File: config.mk
export PLATFORM = sky130hd
export DESIGN_NAME = td4_reg_scanner_flat
export DESIGN_NICKNAME = d
export VERILOG_FILES = /design/src/rtl/td4_reg_scanner_if.sv /design/src/rtl/td4_reg_scanner.sv /design/src/flat_wrapper.sv
export SDC_FILE = /design/constraint.sdc
export NUM_CORES = 1
export LEC_CHECK = 0
export ABC_AREA = 1
export CORE_MARGIN = 1
export CORE_UTILIZATION = 52
export DETAILED_ROUTE_END_ITERATION = 8
export PLACE_DENSITY = 0.84
export SLEW_MARGIN = 20
export SYNTH_ARGS = -nofsm -noshare
export SYNTH_HDL_FRONTEND = slang
export SYNTH_SLANG_ARGS = --single-unit
File: constraint.sdc
create_clock -name CLOCK -period 5.25 [get_ports CLOCK]
set_clock_uncertainty 0.1 [all_clocks]
set_input_delay 1.05 -clock CLOCK [delete_from_list [all_inputs] [get_ports CLOCK]]
set_output_delay 1.05 -clock CLOCK [all_outputs]
set_load 0.005 [all_outputs]
File: src/rtl/td4_reg_scanner_if.sv
// Character-write port from the TD4 register scanner into the LCD text engine.
interface td4_reg_scanner_if;
    logic       char_valid;
    logic       char_ready;
    logic [3:0] char_addr;
    logic [7:0] char_data;
    logic       frame_done;

    modport master (
        output char_valid,
        output char_addr,
        output char_data,
        output frame_done,
        input  char_ready
    );

    modport slave (
        input  char_valid,
        input  char_addr,
        input  char_data,
        input  frame_done,
        output char_ready
    );
endinterface

File: src/rtl/td4_reg_scanner.sv
// Steps the TD4 debug selector through PC/A/B/C/OUT/IN and streams each view as a
// label + hex digit pair into the LCD character buffer, one frame per refresh period.
//
// state  | meaning
// IDLE   | refresh timer runs; next frame starts at terminal count unless hold
// SELECT | regsel driven, waiting SETTLE+1 cycles before sampling regdat
// LABEL  | offering the field label character at cell 2i
// DIGIT  | offering the hex digit of the sampled value at cell 2i+1
module td4_reg_scanner #(
    parameter int unsigned SETTLE      = 2,
    parameter int unsigned REFRESH_DIV = 1000000
) (
    input  logic              CLOCK,
    input  logic              RESET,
    output logic [2:0]        regsel,
    input  logic [3:0]        regdat,
    input  logic              hold,
    td4_reg_scanner_if.master char_if
);
    localparam int unsigned RW = $clog2(REFRESH_DIV + 1);
    localparam int unsigned SW = $clog2(SETTLE + 1);

    typedef enum logic [1:0] {
        ST_IDLE,
        ST_SELECT,
        ST_LABEL,
        ST_DIGIT
    } state_t;

    state_t        state;
    state_t        state_nxt;
    logic [RW-1:0] ref_cnt;
    logic [SW-1:0] set_cnt;
    logic [2:0]    fld;
    logic [3:0]    sample;
    logic          frame_done_q;
    logic          xfer;
    logic          start;
    logic          last_fld;
    logic [7:0]    label_chr;
    logic [7:0]    hex_chr;

    assign xfer     = char_if.char_valid && char_if.char_ready;
    assign start    = (ref_cnt == '0) && !hold;
    assign last_fld = (fld == 3'd5);
    assign regsel   = fld;

    always_ff @(posedge CLOCK) begin
        if (RESET) begin
            state <= ST_IDLE;
        end else begin
            state <= state_nxt;
        end
    end

    always_comb begin
        state_nxt = state;
        case (state)
            ST_IDLE:   if (start) state_nxt = ST_SELECT;
            ST_SELECT: if (set_cnt == '0) state_nxt = ST_LABEL;
            ST_LABEL:  if (xfer) state_nxt = ST_DIGIT;
            ST_DIGIT:  if (xfer) state_nxt = last_fld ? ST_IDLE : ST_SELECT;
            default:   state_nxt = ST_IDLE;
        endcase
    end

    // Refresh timer resets to terminal so the first frame after reset starts at once.
    always_ff @(posedge CLOCK) begin
        if (RESET) begin
            ref_cnt      <= '0;
            set_cnt      <= '0;
            fld          <= 3'd0;
            sample       <= 4'd0;
            frame_done_q <= 1'b0;
        end else begin
            frame_done_q <= (state == ST_DIGIT) && xfer && last_fld;
            case (state)
                ST_IDLE: begin
                    if (start) begin
                        fld     <= 3'd0;
                        set_cnt <= SW'(SETTLE);
                    end else if (ref_cnt != '0) begin
                        ref_cnt <= ref_cnt - 1'b1;
                    end
                end
                ST_SELECT: begin
                    if (set_cnt == '0) begin
                        sample <= regdat;
                    end else begin
                        set_cnt <= set_cnt - 1'b1;
                    end
                end
                ST_DIGIT: begin
                    if (xfer) begin
                        if (last_fld) begin
                            ref_cnt <= RW'(REFRESH_DIV);
                        end else begin
                            fld     <= fld + 3'd1;
                            set_cnt <= SW'(SETTLE);
                        end
                    end
                end
                default: ;
            endcase
        end
    end

    always_comb begin
        case (fld)
            3'd0:    label_chr = 8'h50;
            3'd1:    label_chr = 8'h41;
            3'd2:    label_chr = 8'h42;
            3'd3:    label_chr = 8'h43;
            3'd4:    label_chr = 8'h4F;
            default: label_chr = 8'h49;
        endcase
        hex_chr = (sample < 4'd10) ? (8'h30 + {4'd0, sample}) : (8'h37 + {4'd0, sample});
    end

    always_comb begin
        char_if.char_valid = 1'b0;
        char_if.char_addr  = 4'd0;
        char_if.char_data  = 8'h20;
        char_if.frame_done = frame_done_q;
        case (state)
            ST_LABEL: begin
                char_if.char_valid = 1'b1;
                char_if.char_addr  = {fld, 1'b0};
                char_if.char_data  = label_chr;
            end
            ST_DIGIT: begin
                char_if.char_valid = 1'b1;
                char_if.char_addr  = {fld, 1'b1};
                char_if.char_data  = hex_chr;
            end
            default: ;
        endcase
    end
endmodule

File: src/flat_wrapper.sv
// flat-port wrapper written by rule: the top's interface ports become plain ports
module td4_reg_scanner_flat 
#(
    parameter int unsigned SETTLE      = 2,
    parameter int unsigned REFRESH_DIV = 1000000
)
  (CLOCK, RESET, regsel, regdat, hold, char_if_char_valid, char_if_char_addr, char_if_char_data, char_if_frame_done, char_if_char_ready);
  td4_reg_scanner_if char_if_i ();
  input  logic CLOCK;
  input  logic RESET;
  output logic [2:0] regsel;
  input  logic [3:0] regdat;
  input  logic hold;
  output wire logic [$bits(char_if_i.char_valid)-1:0] char_if_char_valid;
  output wire logic [$bits(char_if_i.char_addr)-1:0] char_if_char_addr;
  output wire logic [$bits(char_if_i.char_data)-1:0] char_if_char_data;
  output wire logic [$bits(char_if_i.frame_done)-1:0] char_if_frame_done;
  input wire logic [$bits(char_if_i.char_ready)-1:0] char_if_char_ready;
  assign char_if_char_valid = char_if_i.char_valid;
  assign char_if_char_addr = char_if_i.char_addr;
  assign char_if_char_data = char_if_i.char_data;
  assign char_if_frame_done = char_if_i.frame_done;
  assign char_if_i.char_ready = char_if_char_ready;
  td4_reg_scanner #(.SETTLE(SETTLE), .REFRESH_DIV(REFRESH_DIV)) u_core (.CLOCK(CLOCK), .RESET(RESET), .regsel(regsel), .regdat(regdat), .hold(hold), .char_if(char_if_i));
endmodule
[Word level (Yosys, flattened, before mapping)]
Index checks and enable logic that the tools add are counted.
Operators by class
  div/mod/pow operators: 0
  bitwise operators: 0
  reductions and logical operators: 18
  $lt $le $gt $ge: 1
  muxes and demuxes: 25
  shifts and indexed selects: 0
  equality and inequality tests: 17
  multiply operators: 0
  add/sub/neg operators: 5
Operators by type and width (number)
  2-to-1 mux 20 bit: 4
  case mux 20 bit (2 select lines): 1
  case mux 5 bit (5 select lines): 1
  zero test 20 bit: 1
  nonzero test 20 bit: 1
  subtractor 20 x 1 -> 20 bit, second input constant: 1
  2-to-1 mux 2 bit: 8
  case mux 8 bit (2 select lines): 1
  adder 6 x 4 -> 7 bit, first input constant: 2
  inequality test 2 x 1 -> 1 bit, second input constant: 6
  AND reduction 5 bit: 2
  2-to-1 mux 3 bit: 3
  2-to-1 mux 8 bit: 1
  case mux 2 bit (4 select lines): 1
  case mux 4 bit (2 select lines): 1
  AND reduction 4 bit: 2
  == test 3 x 2 -> 1 bit, second input constant: 2
  == test 3 bit, second input constant: 2
  inequality test 2 bit, second input constant: 3
  case mux 2 bit (3 select lines): 1
  case mux 3 bit (2 select lines): 1
  == test 2 bit, second input constant: 2
  logical AND 1 bit: 4
  zero test 2 bit: 2
  other kinds (12): 13
Storage, ports and cells
  output and inout port bits: 17
  word-level logic and storage cells: 72
  bits in latches: 0
  ROM bits: 0
  memories kept: 0
  RAM bits: 0
  bits of input ports: 8
  flip-flop bits (word level): 32

[Longest topological paths before layout]
Gate-level depths: netlist (run 1).
  depth after elaboration: 6
  gate-level depth with buffers: 11
  mapped depth without buffers: 11

[Worst setup path after synthesis (run 1)]
No wires, ideal clock.
  path kind: reg-to-output
  from: reg u_core.state[0]
  to: out char_if_char_data[0]
  arrival time: 1.330 ns
  path slack: 2.770 ns
  cell stages (with the launch flop): 6
  buffers on the path: 2
  path through: dfxtp_1 -> ha_1 -> buf_2 -> buf_1 -> o21ai_0 -> o21ai_0
On the way
  word-level cells in the longest chain between the ends: 2
  elaborated cells on any way between the ends: 3
Ends and longest elaborated chain
  start, declared: RTL line td4_reg_scanner.sv:30  | state_t state;
  start signal, assigned: RTL line td4_reg_scanner.sv:52  | state <= state_nxt;
  == test 2 bit: RTL line td4_reg_scanner.sv:125  | case (state)
  case mux 8 bit (2 select lines) (*): RTL line td4_reg_scanner.sv:125
  end, declared: RTL line flat_wrapper.sv:16  | output wire logic [$bits(char_if_i.char_data)-1:0] char_if_char_data;
Every way passes the cells marked *; elsewhere a longest branch is shown, timed or not.

[Final worst setup path (run 1)]
  from: reg u_core.state[0]
  to: out char_if_char_data[6]
Same word-level chain as after synthesis.

==> results of run 1 <==
-- synth_stat cells (4+ instances only) --
master and number:
ha_1 14, nand2_1 103, xor2_1 5, inv_1 42, nand3_1 20, nor2_1 56, dfxtp_1 32, o21ai_0 14
nand4_1 7, a21oi_2 6, a21oi_1 26, xnor2_1 4
-- metrics by stage --
stage                     setup WS [ns]  instance area (um^2)  utilization  std cells
final                              1.41                  2630        0.638        436
after global routing               1.26                  2630        0.638        436
after CTS                          1.41                  2630        0.638        436
after detailed placement           1.73                  2530        0.615        428
after global placement             1.77                  2530        0.615        428
after floorplan                    2.77                  2290            -        363
-- logic make-up after synthesis --
kind of cell,Yosys count
compound gates,50
xor+xnor,9
fa+ha+maj,14
buf+inv,53
flops,32
other cells,1
simple gates,204
-- worst paths after layout --
check / from / to / slack [ns] / cells after the start
hold / removal: u_core.ref_cnt[1] / u_core.ref_cnt[1] / 0.37 / 2
setup reg to reg: u_core.state[0] / u_core.ref_cnt[15] / 2.39 / 9
hold reg to reg: u_core.ref_cnt[1] / u_core.ref_cnt[1] / 0.37 / 2
setup / recovery: u_core.state[0] / char_if_char_data[6] / 1.41 / 4
-- power breakdown --
part	internal, mW	switching [mW]
sequential	0.332	0.0819
clock	0.105	0.0955
combinational	0.434	0.783
total	0.870	0.961
-- state kept, by name (all words and copies together) (netlist names) --
| name | flops |
|---|---|
| u_core.char_if.frame_done | 1 |
| u_core.ref_cnt | 20 |
| u_core.regsel | 3 |
| u_core.sample | 4 |
| u_core.set_cnt | 2 |
| u_core.state | 2 |
-- layer usage --
layer / track usage / vias to the layer above / wire length (um)
met5: 0 / - / 0
met4: 0.135 / 0 / 85
met3: 0.0533 / 10 / 275
met2: 0.430 / 58 / 2620
met1: 0.311 / 1067 / 2490
li1: - / 1191 / -
-- worst reg2reg max path: stages (launching register included) --
cell     delay [ns]
dfxtp_1        0.43
ha_1           0.73
inv_1          0.44
nor2_1         0.24
inv_1          0.18
nand3_4        0.29
inv_4          0.16
nand2_1        0.09
nand2_1        0.04
nor2_1         0.10
-- cell type report --
cell class              count  area (um^2)
multi-input cells         278         1420
inverters                  44          168
flip-flops and latches     32          641
well taps                  50         62.6
clock buffers               6         82.6
fillers                   379         1490
repair buffers             24          238
clock inverters             2         10.0
==> qor.txt, run 1 <==
Leak - 1.21 nW
ANT cells - 0
Async SR Flop Fraction - 0
RSZ-0062 raised after global routing - no
Vias/cell - 5.33
Syn Std Cell Area - 2290 um^2
commonest non-fill, non-tap cells in the layout - 103 x nand2_1, 56 x nor2_1, 42 x inv_1
final critical-path share of the clock period - 0.732
final hold slack - 0.367 ns
Die Width - 68.4 um
worst min path class - flop to flop
H-tree depth - 2
final hold vios - 0
port bufs - 23
combinational family with the most area after synthesis - simple AND/OR/NAND/NOR gates
row cnt - 23
Compound-Gate Fraction of Synth Area - 0.123
final net count - 407
Clock Root Buffer - clkbuf_8
Synth area leader - dfxtp_1
Initial DRC Count - 183
final slew viol count - 0
Critical Path Sink Type - output port
worst-case clock buffer depth - 2
prevailing post-synth register cell - dfxtp_1
cts bufs inserted - 5
Synth Net Count - 385
Slew headroom - 0.448
CP max FO - 21
EDFF count, synth - 0
status - finished, final reports clean
Post-DP HPWL - 3.88 mm
total grt overflow - 0
total die area - 4680 um^2
Post-CTS Setup Bufs - 0
DIE HEIGHT - 68.4 um
Post-Synth XOR/XNOR Area - 0.0344
post-synthesis instance total - 363
crit path time final - 3.84 ns
Worst EP required - 4.10 ns
Setup crit start kind - flop
GRT Overall Usage - 0.259
synthesized area per cell - 6.32 um^2
post-synthesis sequential area ratio - 0.279
Via Count - 2326
TritonCTS clock tree - done
post-synthesis simple-gate area fraction - 0.385
CP delay by family, top - buffers and inverters
CP arrival - 2.69 ns
WL final - 5.47 mm
core area - 4120 um^2
total power draw - 1.83 mW
YS warnings - 0
TritonRoute pass-1 iters - 4
PwrDens - 698 nW/um^2
Setup CP Type - flop to output port
# hold bufs at CTS - 0
synth top area cells - dfxtp_1 28%, nand2_1 17%, nor2_1 9.2%
Max-Cap Viols - 0
drc violations - 0
Avg WL per Cell - 12.5 um
unique cell type count in the Yosys netlist - 34
Clk Latency, worst-skew pair - 0.29 ns
Slew @ Worst Pin - 0.827 ns
Clock Sinks - 32
largest net degree at the start of global routing - 25
worst path bufs/invs - 2
vias in the first global route - 2130
final setup violating endpoints - 0
share of layout cells above drive strength 1 - 0.0725
Peak supply drop - 0.000349 V
critical-path cell list - ha_1, inv_1, o21ai_0, clkdlybuf4s50_1
post-route ant nets - 0
I/O pin cnt - 25
area grow syn2layout - 14.5%
most common cell after layout, fill and taps aside - nand2_1
# resized after CTS - 0
Critical-path top delay cell - ha_1
TNS Setup - 0 ns
first-pass GRT wire length - 9.05 mm
Initial Util - 0.557
fmax - 0.260 GHz
initial antenna violation count - 0
#FFs+latches synth - 32
GPL Wtd Cong - 0.953
clock-pin slew on the worst setup and hold paths - 0.07 ns
Synth top area share - 0.279
Max stage delay on crit path - 0.73 ns
Synth Area in Adders - 0.0764
multiplexer area fraction after synthesis - 0
Note: power is estimated with default switching activity, not from simulation.
==> inputs of run 2 (changes only) <==
--- a/config.mk
+++ b/config.mk
@@ -7,9 +7,9 @@
 export LEC_CHECK = 0
 export ABC_AREA = 1
 export CORE_MARGIN = 1
-export CORE_UTILIZATION = 52
+export CORE_UTILIZATION = 51
 export DETAILED_ROUTE_END_ITERATION = 8
-export PLACE_DENSITY = 0.84
+export PLACE_DENSITY = 0.86
 export SLEW_MARGIN = 20
 export SYNTH_ARGS = -nofsm -noshare
 export SYNTH_HDL_FRONTEND = slang
==> constraint.sdc (replaced) <==
create_clock -name CLOCK -period 3.2 [get_ports CLOCK]
set_clock_uncertainty 0.1 [all_clocks]
set_input_delay 0.64 -clock CLOCK [delete_from_list [all_inputs] [get_ports CLOCK]]
set_output_delay 0.64 -clock CLOCK [all_outputs]
set_load 0.005 [all_outputs]
==> run 2 against run 1 <==
- sequential cell count unchanged
- register-to-register slack worse by 1.4 ns
- final cell count grew 0.23%
- clock-buffer cell count down 1
- largest cell class unchanged
- largest power group unchanged
- highest routed layer unchanged
==> qor.txt, run 2 (same netlist as run 1, synthesis figures left out) <==
post-route ant nets - 0
Clk Latency, worst-skew pair - 0.29 ns
FILL cells - 389
Clock Root Buffer - clkbuf_8
cts bufs inserted - 5
PwrDens - 1110 nW/um^2
drc violations - 0
worst path bufs/invs - 3
Setup CP Type - flop to output port
CP max FO - 5
critical-path cell list - inv_1, ha_1, nand2_1, nand2_1, a21oi_1, inv_1, a21oi_1, o21ai_0, clkdlybuf4s50_1
final setup violating endpoints - 0
Clock Sinks - 32
core area - 4320 um^2
reg-to-reg slack, setup - 0.96 ns
worst min path class - flop to flop
Vias/cell - 5.24
Via Count - 2288
post-placement cell area - 2550 um^2
most common cell after layout, fill and taps aside - nand2_1
final slew viol count - 0
Initial DRC Count - 96
total grt overflow - 0
# resized after CTS - 0
Reg2Reg Depth - 9
share of layout cells above drive strength 1 - 0.0701
final critical-path share of the clock period - 0.864
clock-pin slew on the worst setup and hold paths - 0.06 ns
Setup crit start kind - flop
final net count - 409
Worst EP required - 2.46 ns
CP arrival - 2.02 ns
Top reg by flops - u_core.ref_cnt
WL final - 5.16 mm
Avg WL per Cell - 11.8 um
Post-CTS Setup Bufs - 0
first-pass GRT wire length - 8.77 mm
Max-Cap Viols - 0
final core utilization - 0.606
GPL Wtd Cong - 0.922
Initial Util - 0.530
Post-Layout Cell Count - 437
area grow syn2layout - 14.2%
# hold bufs at CTS - 0
TritonCTS clock tree - done
Hold Path Stages - 2
ANT cells - 0
H-tree depth - 2
Critical-path top delay cell - clkdlybuf4s50_1
Die Width - 69.1 um
Critical R2R Launch - u_core.state[0]
RSZ-0062 raised after global routing - no
Crit path depth - 9
worst min-delay path endpoint - u_core.ref_cnt[1]
cell count after placement - 432
total die area - 4770 um^2
fin area - 2620 um^2
commonest non-fill, non-tap cells in the layout - 103 x nand2_1, 56 x nor2_1, 42 x inv_1
initial antenna violation count - 0
Max stage delay on crit path - 0.44 ns
Post-DP HPWL - 3.82 mm
largest net degree at the start of global routing - 25
fmax - 0.362 GHz
status - finished, final reports clean
crit path time final - 2.76 ns
max reg flops - 20
vias in the first global route - 2007
TritonRoute pass-1 iters - 5
reg-to-reg endpoint - u_core.ref_cnt[2]
hold_sp - u_core.ref_cnt[1]
final hold vios - 0
worst-case clock buffer depth - 2
Critical Path Sink Type - output port
TNS Setup - 0 ns
row cnt - 24
GRT Overall Usage - 0.227
Leak - 1.20 nW
port bufs - 23
Peak supply drop - 0.000579 V
DIE HEIGHT - 69.1 um
I/O pin cnt - 25
CP delay by family, top - buffers and inverters
[run 2: cell types whose count changed in the layout (fill, tap and decap cells not counted)]
cell,previous run,this run
buf_4,1,3
clkbuf_8,6,5
clkinv_2,2,0
[run 2: how the worst max path moves through the flow]
stage                                start                   end  slack, ns
after floorplan            u_core.state[0]  char_if_char_data[0]       1.13
after global placement    u_core.regsel[0]  char_if_char_data[0]       0.79
after detailed placement  u_core.regsel[0]  char_if_char_data[0]       0.75
after CTS                 u_core.regsel[0]  char_if_char_data[0]       0.43
after global routing      u_core.regsel[0]  char_if_char_data[0]       0.24
final                     u_core.regsel[0]  char_if_char_data[0]       0.44
[run 2: final cells by class]
class	count	area, um^2	share of cell area
Clock buffer	5	68.8	0.0263
Inverter	44	168	0.0640
Multi-Input combinational cell	278	1420	0.544
Sequential cell	32	641	0.245
Tap cell	52	65.1	0.0248
Timing Repair Buffer	26	253	0.0965
[run 2: tightest hold or removal path, stage by stage (launching register included)]
cell and delay, ns:
dfxtp_1 0.31, nand2_1 0.06, a21oi_1 0.05
[run 2: stage by stage]
stage | worst slack, ns | hold slack [ns] | power (mW)
CTS | 0.434 | 0.366 | 2.92
global route | 0.238 | 0.383 | 3.25
floorplan | 1.13 | 0.340 | 2.32
global placement | 0.790 | 0.352 | 2.57
finish | 0.436 | 0.363 | 2.92
detailed placement | 0.750 | 0.356 | 2.63
[run 2: per-layer routing]
metal  vias up  part of all wire  GRT usage
met5         -                 0          0
met4         0             0.016     0.0975
met3        10             0.050     0.0629
li1       1190                 -          -
met2        61              0.47      0.369
met1      1027              0.46      0.279
[run 2: power by group]
group | leakage (nW) | internal (mW) | switching [mW]
clock network | 0.0359 | 0.140 | 0.141
logic | 0.903 | 0.714 | 1.24
registers | 0.262 | 0.545 | 0.137
==> inputs of run 3 (changes only) <==
--- a/config.mk
+++ b/config.mk
@@ -7,9 +7,9 @@
 export LEC_CHECK = 0
 export ABC_AREA = 1
 export CORE_MARGIN = 1
-export CORE_UTILIZATION = 51
+export CORE_UTILIZATION = 35
 export DETAILED_ROUTE_END_ITERATION = 8
-export PLACE_DENSITY = 0.86
+export PLACE_DENSITY = 0.66
 export SLEW_MARGIN = 20
 export SYNTH_ARGS = -nofsm -noshare
 export SYNTH_HDL_FRONTEND = slang
==> run 3 against run 2 <==
- combinational power is essentially flat
- first-iteration DRC count grew 15%
- register-to-register slack lost 0.03 ns
- worst setup slack lost 0.047 ns
- highest routed layer unchanged
- sequential share of layout area shrank 0.50 points
==> qor.txt, run 3 (same netlist as run 1, synthesis figures left out) <==
Initial DRC Count - 110
commonest non-fill, non-tap cells in the layout - 103 x nand2_1, 56 x nor2_1, 42 x inv_1
Via Count - 2233
fin area - 2670 um^2
post-placement cell area - 2580 um^2
total grt overflow - 0
FILL cells - 660
area grow syn2layout - 16.6%
row cnt - 29
status - finished, final reports clean
Leak - 1.22 nW
TritonCTS clock tree - done
Peak supply drop - 0.000541 V
largest net degree at the start of global routing - 25
Sw Share - 0.518
clock-pin slew on the worst setup and hold paths - 0.07 ns
cts bufs inserted - 5
Setup crit start kind - flop
final setup violating endpoints - 0
GPL Wtd Cong - 0.840
CP arrival - 2.07 ns
worst min path class - flop to flop
logic gate share of total power - 0.661
port bufs - 23
Clk Latency, worst-skew pair - 0.29 ns
final slew viol count - 0
TNS Setup - 0 ns
max reg flops - 20
internal cell power - 1.43 mW
Worst EP required - 2.46 ns
CP max FO - 5
share of layout cells above drive strength 1 - 0.0773
total die area - 6880 um^2
ANT cells - 0
Post-CTS Setup Bufs - 0
first-pass GRT wire length - 9.21 mm
# hold bufs at CTS - 0
Vias/cell - 4.80
crit path time final - 2.81 ns
worst-case clock buffer depth - 2
Critical Path Sink Type - output port
drc violations - 0
Max-Cap Viols - 0
RSZ-0062 raised after global routing - no
Initial Util - 0.361
Avg WL per Cell - 11.4 um
Setup CP Type - flop to output port
Clock Sinks - 32
# resized after CTS - 0
Psw - 1.54 mW
Hold Path Stages - 2
final hold vios - 0
share of power burned in registers - 0.229
core area - 6350 um^2
Die Width - 83.0 um
clock share of power - 0.110
WL final - 5.31 mm
Clock Root Buffer - clkbuf_8
fmax - 0.356 GHz
vias in the first global route - 2108
PwrDens - 1110 nW/um^2
final critical-path share of the clock period - 0.878
DIE HEIGHT - 83.0 um
post-route ant nets - 0
initial antenna violation count - 0
TritonRoute pass-1 iters - 4
Post-DP HPWL - 3.89 mm
most common cell after layout, fill and taps aside - nand2_1
final net count - 409
Reg2Reg Depth - 9
H-tree depth - 2
Top reg by flops - u_core.ref_cnt
GRT Overall Usage - 0.160
I/O pin cnt - 25
## run 3: cell count changes in the layout (fill, tap and decap cells not counted)
cell and delta:
clkinv_2 +2, clkbuf_8 +1
## run 3: final timing paths
path | startpoint | slack (ns) | to
max | u_core.regsel[0] | 0.39 | char_if_char_data[0]
min reg2reg | u_core.set_cnt[1] | 0.36 | u_core.set_cnt[1]
max reg2reg | u_core.state[0] | 0.93 | u_core.ref_cnt[13]
min | u_core.set_cnt[1] | 0.36 | u_core.set_cnt[1]
## run 3: area by class of cell
class / instances / area, um^2 / share of cell area
Multi-Input combinational cell: 278 / 1420 / 0.533
Sequential cell: 32 / 641 / 0.240
Timing Repair Buffer: 26 / 253 / 0.0945
Inverter: 44 / 168 / 0.0627
Tap cell: 77 / 96.3 / 0.0360
Clock buffer: 6 / 82.6 / 0.0309
Clock inverter: 2 / 10.0 / 0.00374
## run 3: critical path, cell delays in order, from the launching register on
cell,delay [ns]
dfxtp_1,0.39
inv_1,0.11
ha_1,0.23
nand2_1,0.08
nand2_1,0.07
a21oi_1,0.16
inv_1,0.06
a21oi_1,0.11
o21ai_0,0.11
clkdlybuf4s50_1,0.46
## run 3: layer usage
metal  share of wire  wire [um]  global-route usage
met5               0          0                   0
met4          0.0043         23              0.0345
met3           0.034        183              0.0398
met2            0.46       2430               0.267
met1            0.50       2670               0.209
## run 3: metrics by stage
stage	utilization	power, mW	hold WS, ns	setup WS (ns)	cells
after floorplan	-	2.32	0.340	1.13	363
after global placement	0.407	2.60	0.351	0.778	457
after detailed placement	0.407	2.65	0.356	0.705	457
after CTS	0.421	2.99	0.367	0.376	465
after global routing	0.421	3.33	0.397	0.211	465
final	0.421	2.97	0.362	0.389	465
## run 3: power groups by stage
stage / Sequential (mW) / Clock (mW) / Combinational, mW
global placement: 0.680 / 0 / 1.92
finish: 0.678 / 0.327 / 1.96
CTS: 0.676 / 0.339 / 1.97
floorplan: 0.651 / 0 / 1.67
detailed placement: 0.685 / 0 / 1.96
global route: 0.702 / 0.360 / 2.27
